**src/rtl/instruction_fetcher_pkg.sv**
```systemverilog
// Shared front-end definitions: RV32I opcodes, immediate extraction
// and the instruction-queue entry layout.
package instruction_fetcher_pkg;

  localparam logic [6:0] OP_JAL    = 7'b1101111;
  localparam logic [6:0] OP_BRANCH = 7'b1100011;
  localparam logic [6:0] OP_JALR   = 7'b1100111;

  localparam int IQ_ENTRY_W = 96;

  typedef struct packed {
    logic [31:0] inst;
    logic [31:0] pc;
    logic [31:0] pred_pc;
  } iq_entry_t;

  typedef enum logic [1:0] {
    PRED_SEQ,
    PRED_JAL,
    PRED_BR
  } pred_kind_t;

  function automatic logic [31:0] imm_j(
    input logic [31:0] inst
  );
    return {{11{inst[31]}}, inst[31],
            inst[19:12], inst[20],
            inst[30:21], 1'b0};
  endfunction

  function automatic logic [31:0] imm_b(
    input logic [31:0] inst
  );
    return {{19{inst[31]}}, inst[31],
            inst[7], inst[30:25],
            inst[11:8], 1'b0};
  endfunction

  // Static rule: JAL and backward branches
  // are taken; JALR targets are unknown here.
  function automatic pred_kind_t pred_kind(
    input logic [31:0] inst
  );
    pred_kind_t k;
    k = PRED_SEQ;
    case (inst[6:0])
      OP_JAL:    k = PRED_JAL;
      OP_BRANCH: k = inst[31] ? PRED_BR
                              : PRED_SEQ;
      OP_JALR:   k = PRED_SEQ;
      default:   k = PRED_SEQ;
    endcase
    return k;
  endfunction

endpackage

```
**src/rtl/instruction_fetcher_queue.sv**
```systemverilog
// In-order instruction queue between fetch
// and decode, with flush and full/empty.
module instruction_queue #(
  parameter int DEPTH_LOG = 3,
  parameter int WIDTH     = 96
) (
  input  logic             clk_in,
  input  logic             rst_in,
  input  logic             flush,
  input  logic             push,
  input  logic [WIDTH-1:0] din,
  input  logic             pop,
  output logic [WIDTH-1:0] dout,
  output logic             full,
  output logic             empty
);

  localparam int DEPTH = 1 << DEPTH_LOG;
  localparam logic [DEPTH_LOG:0] DEPTH_CNT =
    (DEPTH_LOG + 1)'(DEPTH);

  logic [WIDTH-1:0]     mem [DEPTH];
  logic [DEPTH_LOG-1:0] rd_ptr;
  logic [DEPTH_LOG-1:0] wr_ptr;
  logic [DEPTH_LOG:0]   count;
  logic                 do_push;
  logic                 do_pop;

  assign full    = (count == DEPTH_CNT);
  assign empty   = (count == '0);
  assign do_push = push && !full && !flush;
  assign do_pop  = pop && !empty && !flush;

  always_ff @(posedge clk_in) begin
    if (!rst_in || flush) begin
      rd_ptr <= '0;
      wr_ptr <= '0;
      count  <= '0;
    end else begin
      if (do_push) wr_ptr <= wr_ptr + 1'b1;
      if (do_pop)  rd_ptr <= rd_ptr + 1'b1;
      unique case ({do_push, do_pop})
        2'b10:   count <= count + 1'b1;
        2'b01:   count <= count - 1'b1;
        default: count <= count;
      endcase
    end
  end

  always_ff @(posedge clk_in) begin
    if (rst_in && do_push) mem[wr_ptr] <= din;
  end

  // Empty reads as zero so the decoder view is
  // defined straight out of reset.
  assign dout = empty ? '0 : mem[rd_ptr];

endmodule

```
**src/rtl/instruction_fetcher.sv**
```systemverilog
// Fetch stage: PC register, stale-response
// filter, static predictor and decode queue.
module instruction_fetcher
  import instruction_fetcher_pkg::*;
#(
  parameter logic [31:0] RESET_PC     = 32'h0,
  parameter int          IQ_DEPTH_LOG = 3
) (
  input  logic        clk_in,
  input  logic        rst_in,
  output logic [31:0] req_pc,
  input  logic [31:0] icache_inst,
  input  logic        icache_valid,
  output logic [31:0] dec_inst,
  output logic [31:0] dec_pc,
  output logic [31:0] dec_pred_pc,
  output logic        dec_valid,
  input  logic        dec_ready,
  input  logic        redirect_en,
  input  logic [31:0] redirect_pc
);

  logic        stale;
  logic        accept;
  logic        do_pop;
  logic        iq_full;
  logic        iq_empty;
  logic [31:0] pred_pc;
  pred_kind_t  kind;
  iq_entry_t   push_ent;
  iq_entry_t   head_ent;

  assign kind = pred_kind(icache_inst);

  always_comb begin
    pred_pc = req_pc + 32'd4;
    unique case (kind)
      PRED_JAL: pred_pc = req_pc + imm_j(icache_inst);
      PRED_BR:  pred_pc = req_pc + imm_b(icache_inst);
      default:  pred_pc = req_pc + 32'd4;
    endcase
  end

  // A response is only trusted if req_pc was
  // steady for the whole previous cycle.
  assign accept = icache_valid && !stale &&
                  !iq_full && !redirect_en;
  assign do_pop = dec_ready && !iq_empty &&
                  !redirect_en;

  always_ff @(posedge clk_in) begin
    if (!rst_in) begin
      req_pc <= RESET_PC;
      stale  <= 1'b1;
    end else if (redirect_en) begin
      req_pc <= redirect_pc;
      stale  <= 1'b1;
    end else if (accept) begin
      req_pc <= pred_pc;
      stale  <= 1'b1;
    end else begin
      stale  <= 1'b0;
    end
  end

  assign push_ent = '{
    inst:    icache_inst,
    pc:      req_pc,
    pred_pc: pred_pc
  };

  logic [IQ_ENTRY_W-1:0] head_bits;

  instruction_queue #(
    .DEPTH_LOG (IQ_DEPTH_LOG),
    .WIDTH     (IQ_ENTRY_W)
  ) u_iq (
    .clk_in (clk_in),
    .rst_in (rst_in),
    .flush  (redirect_en),
    .push   (accept),
    .din    (push_ent),
    .pop    (do_pop),
    .dout   (head_bits),
    .full   (iq_full),
    .empty  (iq_empty)
  );

  assign head_ent    = head_bits;
  assign dec_inst    = head_ent.inst;
  assign dec_pc      = head_ent.pc;
  assign dec_pred_pc = head_ent.pred_pc;
  assign dec_valid   = !iq_empty;

endmodule

```
**config.mk**
```make
export PLATFORM = sky130hd
export DESIGN_NAME = instruction_fetcher
export DESIGN_NICKNAME = d
export VERILOG_FILES = /design/src/rtl/instruction_fetcher_pkg.sv /design/src/rtl/instruction_fetcher_queue.sv /design/src/rtl/instruction_fetcher.sv
export SDC_FILE = /design/constraint.sdc
export NUM_CORES = 1
export LEC_CHECK = 0
export ABC_AREA = 1
export BUFFER_PORTS_ARGS = -buffer_cell sky130_fd_sc_hd__buf_2
export CAP_MARGIN = 20
export CORE_AREA = 2 2 281 283
export DETAILED_ROUTE_END_ITERATION = 8
export DIE_AREA = 0 0 283 285
export MAX_ROUTING_LAYER = met4
export SLEW_MARGIN = 20
export SYNTH_ARGS = -nofsm -noshare
export SYNTH_HDL_FRONTEND = slang
export SYNTH_SLANG_ARGS = --single-unit
```
**constraint.sdc**
```tcl
create_clock -name clk_in -period 11.25 [get_ports clk_in]
set_input_delay 1.6875 -clock clk_in [delete_from_list [all_inputs] [get_ports clk_in]]
set_output_delay 1.6875 -clock clk_in [all_outputs]
set_load 0.01 [all_outputs]
```
# [After elaboration in Yosys (flattened, before gate mapping)]
# Memories as Yosys holds them, arrays and structs flattened. A register that Yosys moved wholly into a read port is not among the register bits.
# Cells that the tools add are included.
[classes] n_addsub=7 multipliers=0 n_div=0 magnitude_cmp=0 eq_ne=7 n_shift=0 n_mux=12 bitwise=1 n_reduce_logical=20
[op_table] operator="96-bit two-way mux" count=1
[op_table] operator="32-bit adder" count=2
[op_table] operator="32-bit two-way mux" count=2
[op_table] operator="32-bit one-hot mux with 2 select lines" count=1
[op_table] operator="32-bit by 3-bit adder with 32-bit output, second input constant" count=1
[op_table] operator="7-bit == test, second input constant" count=2
[op_table] operator="1-bit logical AND" count=10
[op_table] operator="4-bit one-hot mux with 2 select lines" count=1
[op_table] operator="3-bit by 1-bit adder with 3-bit output, second input constant" count=2
[op_table] operator="3-bit two-way mux" count=2
[op_table] operator="1-bit logical NOT" count=5
[op_table] operator="4-bit by 1-bit adder with 4-bit output, second input constant" count=1
[op_table] operator="2-bit by 1-bit == test with 1-bit output, second input constant" count=2
[op_table] operator="2-bit == test, second input constant" count=2
[op_table] operator="4-bit == test, second input constant" count=1
[op_table] operator="4-bit logical NOT" count=1
[op_table] operator="2-bit one-hot mux with 2 select lines" count=1
[op_table] operator="2-bit nonzero test" count=2
[op_table] operator="4-bit by 1-bit subtractor with 4-bit output, second input constant" count=1
[op_table] operator="1-bit two-way mux" count=3
[op_table] operator="2-bit two-way mux" count=1
[op_table] operator="2-bit OR reduction" count=1
[op_table] operator="1-bit logical OR" count=1
[op_table] operator="1-bit inverter" count=1
[word_totals] reg_bits=43 latch_bits=0 ramBits=768 rom_bits=0 in_bits=69 word_cells=53 mem_count=1
[memory_table] memory="u_iq.mem" depth=8 width=96 read_ports=1 rd_clocked_by_memory_dff=1 wr=1 line="instruction_fetcher_queue.sv:22" text="logic [WIDTH-1:0] mem [DEPTH];"

# [Depth between registers and ports, before layout]
[logic_depth] ltp_word=9 depth_mapped=22

# [Hierarchy]
# Synthesis repeated with hierarchy kept, for this count alone.
[unflattened] hier_cells=4200 hier_area_um2=38329.3
[by_module_without_submodules] module="instruction_queue" n_inst=1 cells_each=3240 area_per_inst_um2=33319.5 seq_area_each_um2=23322.4
[by_module_without_submodules] module="instruction_fetcher" n_inst=1 cells_each=960 area_per_inst_um2=5009.8 seq_area_each_um2=660.6

# [Least setup slack after synthesis]
# Ideal clock, no wire load.
[synth_timing] path_kind="input-to-reg" start="input port redirect_en" end="memory u_iq.mem[0][10] (enable)" setup_time_ps=549 arrival_time_ps=6685 t_required_ps=10701 slack_ps=4016 stages=7 n_path_buf=1 path_cell_list="buf_2 nor2_2 inv_1 nor2_4 inv_2 or2_1 nor2_1"
[synth_via] elab_chain_len=7
[synth_lines] element="start, declared" line="instruction_fetcher.sv:19" text="input logic redirect_en,"
[synth_lines] element="1-bit logical NOT (*)" line="instruction_fetcher_queue.sv:31, instruction_fetcher.sv:47"
[synth_lines] element="1-bit logical AND" line="instruction_fetcher.sv:47" text="!iq_full && !redirect_en;"
[synth_lines] element="1-bit logical AND" line="instruction_fetcher_queue.sv:31" text="assign do_push = push && !full && !flush;"
[synth_lines] element="1-bit logical AND (*)" line="instruction_fetcher_queue.sv:31"
[synth_lines] element="1-bit logical AND (*)" line="instruction_fetcher_queue.sv:51" text="if (rst_in && do_push) mem[wr_ptr] <= din;"
[synth_lines] element="1-bit two-way mux (*)" line="instruction_fetcher_queue.sv:51"
[synth_lines] element="1-bit two-way mux (not written as such) (*)" line="instruction_fetcher_queue.sv:51"
[synth_lines] element="end, declared" line="instruction_fetcher_queue.sv:22"
# Every way passes the cells marked *; elsewhere a longest branch is shown, timed or not.

==> reports/metrics.cfg <==
[clock_tree]
max-clock-path-buffers = 3
cts_tree = built
hold_buffers = 0
cts_sinks = 806
cts_inserted_buffers = 83
h-tree-depth = 3
clockRootBuffer = clkbuf_16
clk_latency_ns = 0.65
clk_pin_slew_ns = 0.06
post-cts-setup-buffers = 0
cts_resized = 0

[finish]
area_growth_pct = 13.01
drive_gt1_share_pct = 11.85
fin_nets = 3399
multi_input_area_um2 = 9703
regArea_um2 = 23750
nFillCells = 6896

[power]
power_frac_clock_pct = 41.8
p_int_mw = 4.835
leakagePower_nw = 14.01
switching_power_mw = 1.400
seqPwrFrac_pct = 53.4
p_per_area_nw_per_um2 = 159.3
fin_total_pwr_mw = 6.235
ir_drop_mv = 0.1352
switching_share_pct = 22.45
power_frac_comb_pct = 4.8

[setup_path]
max_stage_delay_ns = 0.86
crit_fanout = 174
worstSetupEndpointType = output pin
required_ns = 9.56
crit_path_top_delay_cell = buf_4
worstSetupPathType = flop to output pin
timing.critical_path.mode_cell = o21ai_0
startpoint_type = flop
cp.arrival_ns = 4.42
path_cells = inv_8, buf_4, o21ai_0, o22ai_1, o21ai_0, a31oi_1, buf_2
reg2reg_depth = 11

[synthesis]
yosysTopAreaCellShare_pct = 65.88
syn_area_per_cell_um2 = 11.01
synth_area_um2 = 34640
synthesis.nets = 3256
yosys-top-cells-count = edfxtp_1 (760), nor2_1 (678), o21ai_0 (503)
synth_seq_cells = 806
synth_edf_count = 760
ys_warn_count = 0
synthFlopType = edfxtp_1
yosysMostFrequentCell = edfxtp_1
synth_area_leaders = edfxtp_1 (66%), nor2_1 (7.3%), o21ai_0 (7.3%)
post_synth_num_cell_types = 47
netlist_instances = 3146
synthArstFlopShare_pct = 0
seq_area_frac_synth_pct = 68.54
synth_largest_area_cell = edfxtp_1

[sta]
clock_skew_ns = 0.03031
finalHoldViolations = 0
relSlewSlack_pct = 26.30
rsz0062_at_grt = no
finalSetupTns_ns = 0
setup_violations = 0
fmax_ghz = 0.1637
hold_slack_ns = 0.4670
timing.final.ws_setup_ns = 5.140
drv_slew = 0
fin_crit_ns = 6.110
min_period_over_period_pct = 54.31
tightestPinTransition_ns = 1.106

[global_route]
antenna_found_initial = 2
grt_pass1_wl_mm = 146.8
grt.overflow.total = 0
grt_max_degree = 175
grt_usage_pct = 24.72
grt_pass1_vias = 23830

[routing]
wl_per_cell_um = 22.29
drt_wl_total_mm = 98.15
drcViolationCount = 0
dr_total_vias = 24540
antenna_left = 0
viasPerCell = 5.573
drtIter0Drc = 2352
dr.pass1.iters = 6

[placement]
gp_congestion = 0.9296
dp_hpwl_mm = 57.53
io_buffers = 197
post-place-ws_ns = 5.322

[status]
outcome = complete, no violations

[flow_run]
cap_violations = 0

[floorplanning]
die_h_um = 285
die_x_um = 283
initial_core_util_pct = 44.43
row_count = 103
io_pins = 198
design.die.area_um2 = 80660
core-area_um2 = 77970

[worst_hold_path]
holdPathStages = 2
min_path_type = flop to flop

-- flip-flops by register name, indices dropped and copies added, names as in the netlist, named ones only --
signal,count
stale,1
u_iq.rd_ptr,3
u_iq.wr_ptr,3
u_iq.mem,760
req_pc,32
u_iq.count,4
-- power groups by stage --
| stage | sequential (mW) | combinational (mW) | clock [mW] |
|---|---|---|---|
| 4_1_cts | 3.33 | 0.299 | 2.65 |
| 2_1_floorplan | 3.38 | 0.168 | 0 |
| 6_report | 3.33 | 0.301 | 2.60 |
| 5_1_grt | 3.33 | 0.334 | 2.76 |
| 3_3_place_gp | 3.39 | 0.292 | 0 |
| 3_5_place_dp | 3.39 | 0.297 | 0 |
-- kinds of logic after synthesis --
kind of cell	after synthesis	share of synthesized area, %
XOR/XNOR	15	0.4009
buffers and inverters	320	3.630
AND/OR/NAND/NOR	1154	13.33
AO/OA/AOI/OAI	810	12.58
adder cells (fa/ha/maj)	41	1.524
flip-flops	806	68.54
-- layout by cell type (no fill, tap or decap), types with 3 or more instances in the layout --
cell type and instances:
edfxtp_1 760, nor2_1 670, o21ai_0 500, nand2_1 356, buf_2 198, inv_1 131, a31oi_1 105, o22ai_1 97
clkbuf_16 83, nand3_1 59, a21oi_1 57, dfxtp_1 44, ha_1 39, buf_4 35, o21ai_1 33, clkbuf_1 17
clkinv_1 17, nor2_4 13, clkinv_2 12, inv_2 10, nand4_1 10, nor3_1 10, xor2_1 10, o21bai_1 7
nand2_2 6, nor4_1 5, inv_6 5, nand3b_1 5, xnor2_1 4, diode_2 3, nor2_2 3, and2_1 3
nor3_2 3, or2_2 3, bufinv_16 3, clkbuf_8 3
-- worst max-delay path, delay by kind of cell, from the launching register on --
kind,cells,cell delay [ns]
AOI/OAI and AO/OA,4,1.20
DFF,1,0.52
buffers and inverters,3,1.89
-- path summary, 6_finish.rpt --
path / slack [ns] / from / endpoint
setup / recovery: 5.14 / flop / dec_inst[31]
setup reg to reg: 7.58 / u_iq.count[2] / u_iq.mem[6][48]
hold reg to reg: 0.47 / u_iq.rd_ptr[2] / u_iq.rd_ptr[2]
hold / removal: 0.47 / u_iq.rd_ptr[2] / u_iq.rd_ptr[2]
-- layer usage --
| layer | GRT usage (%) | wire length (um) |
|---|---|---|
| met1 | 32.59 | 42370 |
| met5 | - | 0 |
| met2 | 38.14 | 45490 |
| met3 | 4.592 | 7005 |
| met4 | 9.508 | 3283 |
-- through the flow --
step           cells  utilization (%)  cell area [um2]
2_1_floorplan   3146                -            34640
3_3_place_gp    4253            46.93            36590
3_5_place_dp    4253            46.93            36590
4_1_cts         4399            50.20            39140
5_1_grt         4402            50.21            39150
6_report        4403            50.21            39150
-- layout make-up --
type / instances / share of cell area, %
tap: 1050 / 3.356
inverter: 144 / 1.425
clock buffer: 103 / 5.574
sequential: 806 / 60.66
antenna: 3 / 0.01918
clock inverter: 43 / 0.9236
timing repair buffer: 234 / 3.253
multi-input combinational: 2020 / 24.78
(Power assumes the default switching activity.)
